===== config.mk =====
export PLATFORM = sky130hd
export DESIGN_NAME = uart_rx_monitor
export DESIGN_NICKNAME = d
export VERILOG_FILES = /design/src/rtl/uart_mon_pkg.sv /design/src/rtl/uart_mon_matcher.sv /design/src/rtl/uart_rx_monitor.sv
export SDC_FILE = /design/constraint.sdc
export NUM_CORES = 1
export LEC_CHECK = 0
export CAP_MARGIN = 10
export CORE_MARGIN = 2
export CORE_UTILIZATION = 60
export CTS_BUF_LIST = sky130_fd_sc_hd__clkbuf_8 sky130_fd_sc_hd__clkbuf_16
export DETAILED_ROUTE_END_ITERATION = 10
export PLACE_DENSITY_LB_ADDON = 0.05
export SETUP_SLACK_MARGIN = 0.2
export SLEW_MARGIN = 0
export SYNTH_ARGS = -nofsm -noshare
export SYNTH_HDL_FRONTEND = slang
export SYNTH_SLANG_ARGS = --single-unit

===== constraint.sdc =====
create_clock -name clk_i -period 2.59 [get_ports clk_i]
set_input_delay 0.518 -clock clk_i [delete_from_list [all_inputs] [get_ports clk_i]]
set_output_delay 0.518 -clock clk_i [all_outputs]
set_load 0.005 [all_outputs]

===== src/rtl/uart_mon_pkg.sv =====
// uart_mon_pkg: receiver state encoding and the ASCII end-of-test markers.
package uart_mon_pkg;
  typedef enum logic [2:0] {IDLE, START, DATA, STOP, BREAK} rx_state_e;
  localparam int MARKER_LEN = 11;
  localparam logic [0:MARKER_LEN-1][7:0] PASS_STR = "TEST_PASSED";
  localparam logic [0:MARKER_LEN-1][7:0] FAIL_STR = "TEST_FAILED";
endpackage


===== src/rtl/uart_mon_matcher.sv =====
// uart_mon_matcher: streaming KMP matcher for one marker string, sticky hit flag.
module uart_mon_matcher
  import uart_mon_pkg::*;
#(
  parameter logic [0:MARKER_LEN-1][7:0] PATTERN = PASS_STR
) (
  input  logic       clk_i,
  input  logic       rst_ni,
  input  logic [7:0] byte_i,
  input  logic       strobe_i,
  output logic       hit_o
);
  logic [3:0] idx_q, idx_d, nxt;
  logic       hit_q, hit_d;
  // The only self-overlap of the markers is the 'T' at position 3.
  always_comb begin
    nxt = (byte_i == PATTERN[idx_q]) ? idx_q + 4'd1 :
          (idx_q == 4'd4 && byte_i == PATTERN[1]) ? 4'd2 :
          (byte_i == PATTERN[0]) ? 4'd1 : 4'd0;
    idx_d = idx_q;
    hit_d = hit_q;
    if (strobe_i) begin
      idx_d = (nxt == 4'(MARKER_LEN)) ? 4'd0 : nxt;
      hit_d = hit_q | (nxt == 4'(MARKER_LEN));
    end
  end
  always_ff @(posedge clk_i or negedge rst_ni) begin
    if (!rst_ni) begin
      idx_q <= '0;
      hit_q <= 1'b0;
    end else begin
      idx_q <= idx_d;
      hit_q <= hit_d;
    end
  end
  assign hit_o = hit_q;
endmodule


===== src/rtl/uart_rx_monitor.sv =====
// uart_rx_monitor: 8N1 receiver with byte FIFO, error flags and hardware
// detection of the TEST_PASSED / TEST_FAILED markers.
module uart_rx_monitor
  import uart_mon_pkg::*;
#(
  parameter int CLKS_PER_BIT = 289,
  parameter int FIFO_DEPTH   = 4
) (
  input  logic       clk_i,
  input  logic       rst_ni,
  input  logic       rx_i,
  output logic [7:0] byte_o,
  output logic       byte_valid_o,
  input  logic       byte_ready_i,
  output logic       frame_err_o,
  output logic       overflow_o,
  output logic       pass_o,
  output logic       fail_o
);
  localparam int CW = $clog2(CLKS_PER_BIT);
  localparam int AW = $clog2(FIFO_DEPTH);
  localparam logic [CW-1:0] HALF = CW'(CLKS_PER_BIT / 2 - 1);
  localparam logic [CW-1:0] FULL = CW'(CLKS_PER_BIT - 1);

  rx_state_e     state_q, state_d;
  logic [1:0]    sync_q;
  logic [2:0]    boot_q;
  logic [CW-1:0] cnt_q, cnt_d;
  logic [2:0]    bit_q, bit_d;
  logic [7:0]    data_q, data_d;
  logic          frame_err_q, frame_err_d, overflow_q, overflow_d;
  logic [7:0]    mem_q [FIFO_DEPTH];
  logic [AW:0]   wr_q, rd_q;
  logic          rxs, expired, good, empty, full, push, pop;

  assign rxs     = sync_q[1];
  assign expired = cnt_q == '0;

  // boot_q[2] stays low until the synchroniser carries real line samples,
  // so a line already low after reset goes to BREAK instead of START.
  always_comb begin
    state_d     = state_q;
    cnt_d       = expired ? cnt_q : cnt_q - CW'(1);
    bit_d       = bit_q;
    data_d      = data_q;
    good        = 1'b0;
    frame_err_d = frame_err_q;
    case (state_q)
      IDLE: if (!rxs) begin
        state_d = boot_q[2] ? START : BREAK;
        cnt_d   = HALF;
      end
      START: if (expired) begin
        state_d = rxs ? IDLE : DATA;
        cnt_d   = FULL;
        bit_d   = '0;
      end
      DATA: if (expired) begin
        data_d[bit_q] = rxs;
        bit_d         = bit_q + 3'd1;
        cnt_d         = FULL;
        state_d       = (bit_q == 3'd7) ? STOP : DATA;
      end
      STOP: if (expired) begin
        good        = rxs;
        frame_err_d = frame_err_q | !rxs;
        state_d     = rxs ? IDLE : BREAK;
      end
      BREAK: state_d = rxs ? IDLE : BREAK;
      default: state_d = IDLE;
    endcase
  end

  assign empty      = wr_q == rd_q;
  assign full       = (wr_q[AW] != rd_q[AW]) && (wr_q[AW-1:0] == rd_q[AW-1:0]);
  assign pop        = !empty && byte_ready_i;
  assign push       = good && (!full || pop);
  assign overflow_d = overflow_q | (good && full && !pop);

  always_ff @(posedge clk_i or negedge rst_ni) begin
    if (!rst_ni) begin
      state_q     <= IDLE;
      sync_q      <= 2'b11;
      boot_q      <= '0;
      cnt_q       <= '0;
      bit_q       <= '0;
      data_q      <= '0;
      frame_err_q <= 1'b0;
      overflow_q  <= 1'b0;
      wr_q        <= '0;
      rd_q        <= '0;
      mem_q       <= '{default: '0};
    end else begin
      state_q     <= state_d;
      sync_q      <= {sync_q[0], rx_i};
      boot_q      <= {boot_q[1:0], 1'b1};
      cnt_q       <= cnt_d;
      bit_q       <= bit_d;
      data_q      <= data_d;
      frame_err_q <= frame_err_d;
      overflow_q  <= overflow_d;
      if (push) begin
        mem_q[wr_q[AW-1:0]] <= data_q;
        wr_q                <= wr_q + (AW+1)'(1);
      end
      if (pop) rd_q <= rd_q + (AW+1)'(1);
    end
  end

  assign byte_o       = mem_q[rd_q[AW-1:0]];
  assign byte_valid_o = !empty;
  assign frame_err_o  = frame_err_q;
  assign overflow_o   = overflow_q;

  uart_mon_matcher #(.PATTERN(PASS_STR)) u_pass (
    .clk_i   (clk_i),
    .rst_ni  (rst_ni),
    .byte_i  (data_q),
    .strobe_i(good),
    .hit_o   (pass_o)
  );

  uart_mon_matcher #(.PATTERN(FAIL_STR)) u_fail (
    .clk_i   (clk_i),
    .rst_ni  (rst_ni),
    .byte_i  (data_q),
    .strobe_i(good),
    .hit_o   (fail_o)
  );
endmodule


* Yosys cells after proc, flatten, opt, wreduce, memory -nomap -nowiden
Memories as Yosys holds them, arrays and structs flattened.
Cells that the tools add are included.
** Word-level totals
- Output and inout bits :: 13
- Logic and storage cells :: 121
- Memories kept :: 2
- ROM bits :: 256
- Input bits :: 4
- Register bits :: 78
** Operators by class
- $add $sub $neg :: 6
- Mux-type cells :: 38
- Eq/ne operators :: 20
- Reductions and logical operators :: 22
- $lt $le $gt $ge :: 7
- Bitwise logic cells :: 8
** Memories
- (no name shown) :: depth 16, bits a word 8, read ports 1, clocked after Yosys merged registers in 0, write ports 0, line uart_mon_matcher.sv:17 : nxt = (byte_i == PATTERN[idx_q]) ? idx_q + 4'd1 :
- (no name shown) :: depth 16, bits a word 8, read ports 1, clocked after Yosys merged registers in 0, write ports 0, line uart_mon_matcher.sv:17
** Operator list (number)
- 8-bit two-way mux :: 7
- 32-bit bitwise mux :: 1
- 9-bit two-way mux :: 3
- 3-bit two-way mux :: 8
- 4-bit two-way mux :: 6
- 9-bit case mux with 2 select lines :: 1
- 8-bit binary-select mux with 2-bit select :: 1
- 8-bit demux with 2-bit select :: 1
- 8-bit by 7-bit == test with 1-bit output, second input constant :: 2
- 8-bit == test :: 2
- 3-bit case mux with 5 select lines :: 1
- 5-bit >= comparator, second input constant :: 2
- 4-bit inverter with 5-bit output :: 2
- 3-bit by 1-bit adder with 3-bit output, second input constant :: 3
- 1-bit logical AND :: 9
- 9-bit logical NOT :: 1
- 9-bit by 1-bit subtractor with 9-bit output, second input constant :: 1
- 4-bit by 1-bit adder with 4-bit output, second input constant :: 2
- 8-bit bitwise mux :: 1
- 4-bit by 3-bit == test with 1-bit output, second input constant :: 2
- 4-bit == test, second input constant :: 2
- 2-bit inequality test, second input constant :: 4
- 3-bit by 2-bit == test with 1-bit output, second input constant :: 2
- 3-bit == test, second input constant :: 2
- other kinds (22) :: 35

* Logic depth before layout (Yosys ltp)
Gate-level depths: netlist of the first run.
- Depth after elaboration :: 8
- Mapped depth :: 9
- Mapped depth without buffers :: 9

* Cells and area by module
Synthesis of the first run repeated with hierarchy kept, for this count alone.
** Unflattened totals
- Cells, all modules :: 388
- Area total of the unflattened synthesis :: 4490.6 um^2
** By module, submodules not included
- uart_rx_monitor :: seq. area each 1704.1 um^2, area an instance 3305.7 um^2, cells each 249, instances 1
- uart_mon_matcher (u_fail) :: seq. area each 125.1 um^2, area an instance 604.3 um^2, cells each 72, instances 1
- uart_mon_matcher (u_pass) :: seq. area each 125.1 um^2, area an instance 580.6 um^2, cells each 67, instances 1

* Worst setup path after synthesis of the first run
OpenSTA, ideal clock, no wires.
- Path type :: reg-to-reg
- Start :: reg cnt_q[0]
- End :: reg mem_q[0] in the netlist's numbering
- Stages on the path, launching flop included :: 9
- Arrival :: 2.263 ns
- Path buffers :: 0
- Clock period less this slack :: 2.390 ns
- Setup time :: 0.128 ns
- Path slack :: 0.200 ns
- Required time :: 2.462 ns
- Path through :: dfrtp_1 -> inv_1 -> ha_1 -> nor4b_4 -> and2_4 -> inv_2 -> nor4_4 -> nand2_4 -> mux2_1
** On the way
- Word-level cells in the longest chain between the ends :: 4
** RTL lines
- start: declaration :: line uart_rx_monitor.sv:28 : logic [CW-1:0] cnt_q, cnt_d;
- start signal: assignment :: line uart_rx_monitor.sv:97 : cnt_q <= cnt_d;
- 9-bit logical NOT :: line uart_rx_monitor.sv:37 : assign expired = cnt_q == '0;
- 1-bit two-way mux :: line uart_rx_monitor.sv:64 : STOP: if (expired) begin
- 1-bit two-way mux :: line uart_rx_monitor.sv:48 : case (state_q)
- 1-bit logical AND :: line uart_rx_monitor.sv:77 : assign push = good && (!full || pop);
- end signal: indexed assignment :: line uart_rx_monitor.sv:103 : mem_q[wr_q[AW-1:0]] <= data_q;
- end: declaration :: line uart_rx_monitor.sv:32 : logic [7:0] mem_q [FIFO_DEPTH];
Every way passes these cells.
A chain may end at the register's enable or synchronous reset.

* Worst setup path after layout of the first run
- Start :: reg rd_q[0]
- End :: out byte_o[2]
** On the way
- Word-level cells in the longest chain between the ends :: 4
** RTL lines
- start: declaration :: line uart_rx_monitor.sv:33 : logic [AW:0] wr_q, rd_q;
- start signal: assignment :: line uart_rx_monitor.sv:106 : if (pop) rd_q <= rd_q + (AW+1)'(1);
- 2-bit inverter with 3-bit output (not written as such) :: line uart_rx_monitor.sv:110 : assign byte_o = mem_q[rd_q[AW-1:0]];
- 8-bit binary-select mux with 2-bit select :: line uart_rx_monitor.sv:110
- 8-bit two-way mux (not written as such) (2 in series) :: line uart_rx_monitor.sv:110
- end: declaration :: line uart_rx_monitor.sv:12 : output logic [7:0] byte_o,
Every way passes these cells. The select of a mux whose other input is x is not followed.

==> run metrics, run 1 <==
#FFs+latches synth 78; Residual DRC 0; Post-Layout Inst Area 4940 µm²; fin util 71.9%; CTS tree done; status finished, final reports clean; Fin Setup TNS 0 ps; Final nets 444; worst-margin pin slew about 610 ps; HPWL after DPL 6080 µm; TritonCTS buffer count 9; HP Class in2async; Die H 88.8 µm; die area 7890 µm²; IO Count 17; largest area contributor in the netlist dfrtp_1; RSZ-0062 raised after global routing true; Lkg Pwr 2.37 nW; Post-DP Area 4630 µm²; routability cong. between 0.7 and 0.8; Core Rows 30; YS warnings 0; Final Worst Setup Slack 267 ps; layout cells sized above 1 between 20% and 30%; Post-Place Setup Slack approximately 160 ps; Slew HR 59.6%; synth cell count leaders dfrtp_1 (76), nand2_1 (31), mux2_2 (30); GRT Overall Usage 24.2%; Max-Cap Viols 0; synth-to-layout area growth 14.3%; Final period util 89.7%; worst path arrival time 1810 ps; die width 88.8 µm; most common cell in the netlist dfrtp_1; Initial Utilization between 60% and 70%; met1 Usage GRT 33.8%; Antenna Nets Post-Route 0; maximum vdd ir drop 0.000431 V; CTS H-tree lvls 3; Final Hold Viols 0; antenna violations before repair 0; fillers just under 500; Crit. End Element output port; Ant. Diodes 0; final WL roughly 8900 µm; busiest grt layer met2; Multi-input gate area 2260 µm²; post-DR vias/cell between 5 and 6; M3 GR Usage 4.48%; f_max 430 MHz; synthesized area ~4300 µm²; WP data required around 2100 ps; syn nets 415; Post-synth EDFFs 0; Finish-stage setup viols 0; initial drt markers 129; Worst setup SP type flop; count of cell types in the netlist 55; critical path class reg2out; worst skew pair latency 350 ps; vias in the first global route 2,907; register area share after synthesis 45.2%; Overflow after GRT 0; share of the synthesized area in the top cell type 44.0%; Clock Skew 10.6 ps; clk sinks 78; worst-path maximum fanout 5; PwrDens between 600 and 700 nW/µm²; Clock Path Buffers 2; Main synth FF type dfrtp_1; clock-pin slew on the worst setup and hold paths 90 ps; met2 GRT Util 37.8%; post-synthesis async set-or-reset flop share 100%; DR WL/cell approximately 17 µm; via count ~3,000; max-slew violations 0; first-pass GRT wire length 14,300 µm; cells after synthesis 389; Core Region ~6900 µm²; port bufs 16; Avg Cell Area, Syn 11.1 µm²; Root Driver clkbuf_8; Final min period 2320 ps; Total Power 3.04 mW; TritonRoute pass-1 iters 4; FF/Latch Area 1960 µm²; largest net degree at the start of global routing 47; Area contributors post-synth dfrtp_1 (44%), mux2_2 (7.8%), ha_1 (6.4%), mux4_2 (4.2%), mux2_1 (3.1%)
[worst paths after layout]
check | startpoint | end | slack, ps | cells past startpoint
worst max-delay path | rd_q[0] | byte_o[2] | 270 | 4
worst min-delay path | rst_ni | u_pass.idx_q[2] | 170 | 1
worst max register to register | u_fail.idx_q[1] | u_fail.idx_q[0] | 280 | 9
worst min register to register | boot_q[0] | boot_q[1] | 360 | 0
max in group asynchronous | rst_ni | sync_q[0] | 1720 | 2
min in group clk_i | boot_q[0] | boot_q[1] | 360 | 0
[sequential cells by signal, indices dropped and copies added (netlist names), 3 cells and up]
signal,cells
u_fail.idx_q,4
bit_q,3
wr_q,3
u_pass.idx_q,4
state_q,3
boot_q,3
cnt_q,9
mem_q,32
rd_q,3
data_q,8
[timing repair]
| item | CTS | global route |
|---|---|---|
| setup buffers | 1 | 4 |
| pin swaps | 0 | 0 |
| hold buffers | 0 | 0 |
| cloned | 0 | 1 |
| setup endpoints to repair | 10 | 14 |
| resized for setup | 7 | 10 |
[metrics by stage]
step,hold WS (ps),cells
after floorplan,222,389
after global placement,336,497
after detailed placement,340,497
after CTS,176,514
after global routing,198,519
final,166,519
[layer usage]
| metal | vias to the layer above | wire length [µm] |
|---|---|---|
| li1 | 1457 | - |
| met1 | 1501 | 4190 |
| met2 | 46 | 4300 |
| met3 | 10 | 263 |
| met4 | 0 | 130 |
| met5 | - | 0 |
[kinds of logic (layout without fill, tap and decap cells)]
| group | Yosys count | in the layout | share of synthesized area (%) |
|---|---|---|---|
| other | 1 | 1 | 0.0868 |
| AND/OR/NAND/NOR | 133 | 133 | 17.8 |
| adder cells (fa/ha/maj) | 22 | 22 | 6.37 |
| AO/OA/AOI/OAI | 56 | 56 | 8.60 |
| XOR/XNOR | 15 | 15 | 3.04 |
| flip-flops | 78 | 78 | 45.2 |
| buffers and inverters | 30 | 64 | 2.78 |
| multiplexers | 54 | 54 | 16.0 |
[placed cells by master, fill, tap and decap left out, types with 2 or more instances in the layout]
cell type,Yosys,layout
or3_1,4,4
ha_1,22,22
nor4_4,2,2
nand3_1,10,10
o31ai_1,4,3
mux4_2,8,8
inv_6,0,3
dfstp_2,2,2
nor2b_1,8,8
nor2_1,23,23
nand2_4,4,4
inv_1,11,11
nand3b_1,9,9
and2_1,5,5
nand2b_1,6,6
nand2_1,31,31
nor3b_1,6,5
nor3_1,13,13
o21ai_0,11,11
a211oi_1,4,3
a21o_1,2,2
mux2i_1,4,4
a31oi_1,8,8
o211ai_1,2,2
a31o_2,2,2
clkbuf_8,0,9
dfrtp_1,76,73
dlygate4sd2_1,0,2
dfrtp_2,0,3
mux2_1,12,12
a21oi_1,12,12
nor4_1,4,4
xor2_1,2,2
xnor2_1,13,13
o2111ai_1,2,2
dlymetal6s2s_1,0,6
buf_4,1,19
clkdlybuf4s50_1,0,7
mux2_2,30,30
[area by class of cell]
class / instances / area share (%)
timing repair buffer: 36 / 7.10
clock buffer: 9 / 2.51
inverter: 12 / 0.912
sequential: 78 / 39.7
tap: 96 / 2.43
multi-input combinational: 281 / 45.8
clock inverter: 7 / 1.62
[critical path, cell delays in order (launching register included)]
cell and delay, ps:
dfrtp_2 430, clkbuf_16 170, buf_4 100, mux4_2 470, dlygate4sd2_1 290
[where the power goes]
part           internal [mW]  total [mW]  leakage, nW  switching [mW]
Combinational          0.320       0.587         1.23           0.267
Clock                  0.461       0.947        0.103           0.486
Sequential              1.32        1.50         1.04           0.182
Total                   2.10        3.04         2.37           0.935
No activity file was read; power rests on OpenSTA's default activity.
==> run 2: changes to the inputs <==
--- a/config.mk
+++ b/config.mk
@@ -7,7 +7,7 @@
 export LEC_CHECK = 0
 export CAP_MARGIN = 10
 export CORE_MARGIN = 2
-export CORE_UTILIZATION = 60
+export CORE_UTILIZATION = 55
 export CTS_BUF_LIST = sky130_fd_sc_hd__clkbuf_8 sky130_fd_sc_hd__clkbuf_16
 export DETAILED_ROUTE_END_ITERATION = 10
 export PLACE_DENSITY_LB_ADDON = 0.05
==> run 2 against run 1 <==
Fmax shrank 0.68%. Clock skew grew 4.0 ps. Setup slack lost 16 ps. Sequential share of layout area shrank 0.18 points. Largest power group unchanged. Count of clock-buffer cells in the layout grew 1. Die area grew 8.7%.
==> run metrics, run 2 (synthesis results as in run 1) <==
Clock Skew 14.6 ps (+4.04 ps); Reg2Reg Depth 9 (unchanged); Reg2Reg Launch Point cnt_q[0]; worst path arrival time 1820 ps (about the same); die area 8580 µm² (+8.7%); TritonCTS buffer count 9 (unchanged); IO Count 17 (unchanged); max-slew violations 0 (unchanged); WP data required 2070 ps (about the same); Routed met3 length 174 µm (-34%); f_max 428 MHz (-0.68%); HPWL after DPL 5940 µm (-2.4%); Post-Place Setup Slack 54.0 ps (-105 ps); CTS H-tree lvls 3 (unchanged); largest net degree at the start of global routing 43 (-8.5%); GRT Overall Usage 21.4% (-2.8 points); maximum vdd ir drop 0.000490 V (+14%); DR WL/cell 16.1 µm (-5.9%); HP Class in2async; worst-path maximum fanout 9 (+4); antenna violations before repair 0 (unchanged); max reg flops 32 (unchanged); Final min period 2340 ps (+16.0 ps); Max-Cap Viols 0 (unchanged); Antenna Nets Post-Route 0 (unchanged); most common cell after layout, fill and taps aside dfrtp_1; die width 92.6 µm (+4.2%); Final period util 90.3% (+0.62 points); met1 wire length 4240 µm (+1.1%); Reg with most FFs mem_q; Fin Setup TNS 0 ps (unchanged); Ant. Diodes 0 (unchanged); Clock Path Buffers 2 (unchanged); Overflow after GRT 0 (unchanged); via count 3,012 (-0.066%); CTS tree done; clock-pin slew on the worst setup and hold paths 90 ps (about the same); Finish-stage setup viols 0 (unchanged); routability cong. 0.757 (-4.7%); status finished, final reports clean; Initial Utilization 56.5% (-6.4 points); top sig layer met4; port bufs 16 (unchanged); Lkg Pwr 2.36 nW (-0.55%); final WL 8520 µm (-4.1%); vias in the first global route 2,900 (-0.24%); RSZ-0062 raised after global routing true; Crit. End Element output port; worst-margin pin slew 614 ps (+9.00 ps); critical path class reg2out; Final Worst Setup Slack 251 ps (-16.0 ps); Root Driver clkbuf_8; Slew HR 59.0% (-0.69 points); biggest regs mem_q (32), cnt_q (9), data_q (8); worst skew pair latency 360 ps (about the same); hold bufs inserted after CTS 0 (unchanged); commonest cells after routing, fill and taps aside dfrtp_1 (75), nand2_1 (31), mux2_2 (30); initial drt markers 105 (-19%); post-DR vias/cell 5.69 (-2.0%); Core Rows 32 (+6.7%); r2r endpoint data_q[0]; PwrDens 588 nW/µm² (-4.5%); reg2reg setup slack 380 ps (+100 ps); Core Region 7650 µm² (+11%); WL met2 4040 µm (-6.2%); first-pass GRT wire length 14,300 µm (-0.15%); layout cells sized above 1 23.2% (+0.49 points); TritonRoute pass-1 iters 4 (unchanged); clk sinks 78 (unchanged); Die H 92.6 µm (+4.2%); synth-to-layout area growth 14.7%; Residual DRC 0 (unchanged); Final Hold Viols 0 (unchanged); Final nets 448 (+0.90%); Worst setup SP type flop; worst hold margin 127 ps (-39.6 ps)
[run 2: cell type report]
type | instances | area, µm²
fillers | 617 | 2690
multi-input cells | 281 | 2290
flip-flops and latches | 78 | 1960
repair buffers | 40 | 360
clock buffers | 10 | 138
well taps | 102 | 128
inverters | 12 | 45.0
clock inverters | 6 | 37.5
[run 2: power breakdown]
part	leakage (nW)	switching [mW]	internal (mW)	total [mW]
Combinational	1.22	0.275	0.313	0.588
Clock	0.0899	0.463	0.371	0.834
Sequential	1.04	0.169	1.32	1.49
Total	2.36	0.907	2.00	2.91
[run 2: how the worst max path moves through the flow]
stage	from	depth (start not counted)	end
floorplan	u_pass.idx_q[0]	8	u_pass.idx_q[0]
global placement	byte_ready_i	6	mem_q[7]
detailed placement	byte_ready_i	6	mem_q[6]
CTS	rd_q[0]	3	byte_o[6]
global route	u_fail.idx_q[1]	9	u_fail.idx_q[1]
finish	rd_q[0]	3	byte_o[4]
[run 2: per-stage QoR]
| step | std cells | area, µm² | total power [mW] | util [%] |
|---|---|---|---|---|
| 5_1_grt | 529 | 4950 | 3.06 | 64.8 |
| 3_5_place_dp | 506 | 4660 | 2.00 | 60.9 |
| 2_1_floorplan | 389 | 4320 | 1.85 | - |
| 6_report | 529 | 4950 | 2.91 | 64.8 |
| 4_1_cts | 524 | 4860 | 2.89 | 63.6 |
| 3_3_place_gp | 506 | 4660 | 1.98 | 60.9 |
[run 2: what timing repair did]
item | CTS | global route
setup buffers | 2 | 5
resized for setup | 7 | 10
endpoints found under the setup margin | 39 | 13
[run 2: layer usage]
metal  vias to the layer above  global-route usage [%]
met5                         -                       0
met4                         0                    6.99
met3                         5                    4.39
met2                        31                    33.2
met1                      1514                    30.4
li1                       1462                       -
[run 2: critical path, cell delays in order, from the launching register on]
cell	delay (ps)
dfrtp_1	380
buf_12	140
mux4_2	490
clkdlybuf4s50_1	450
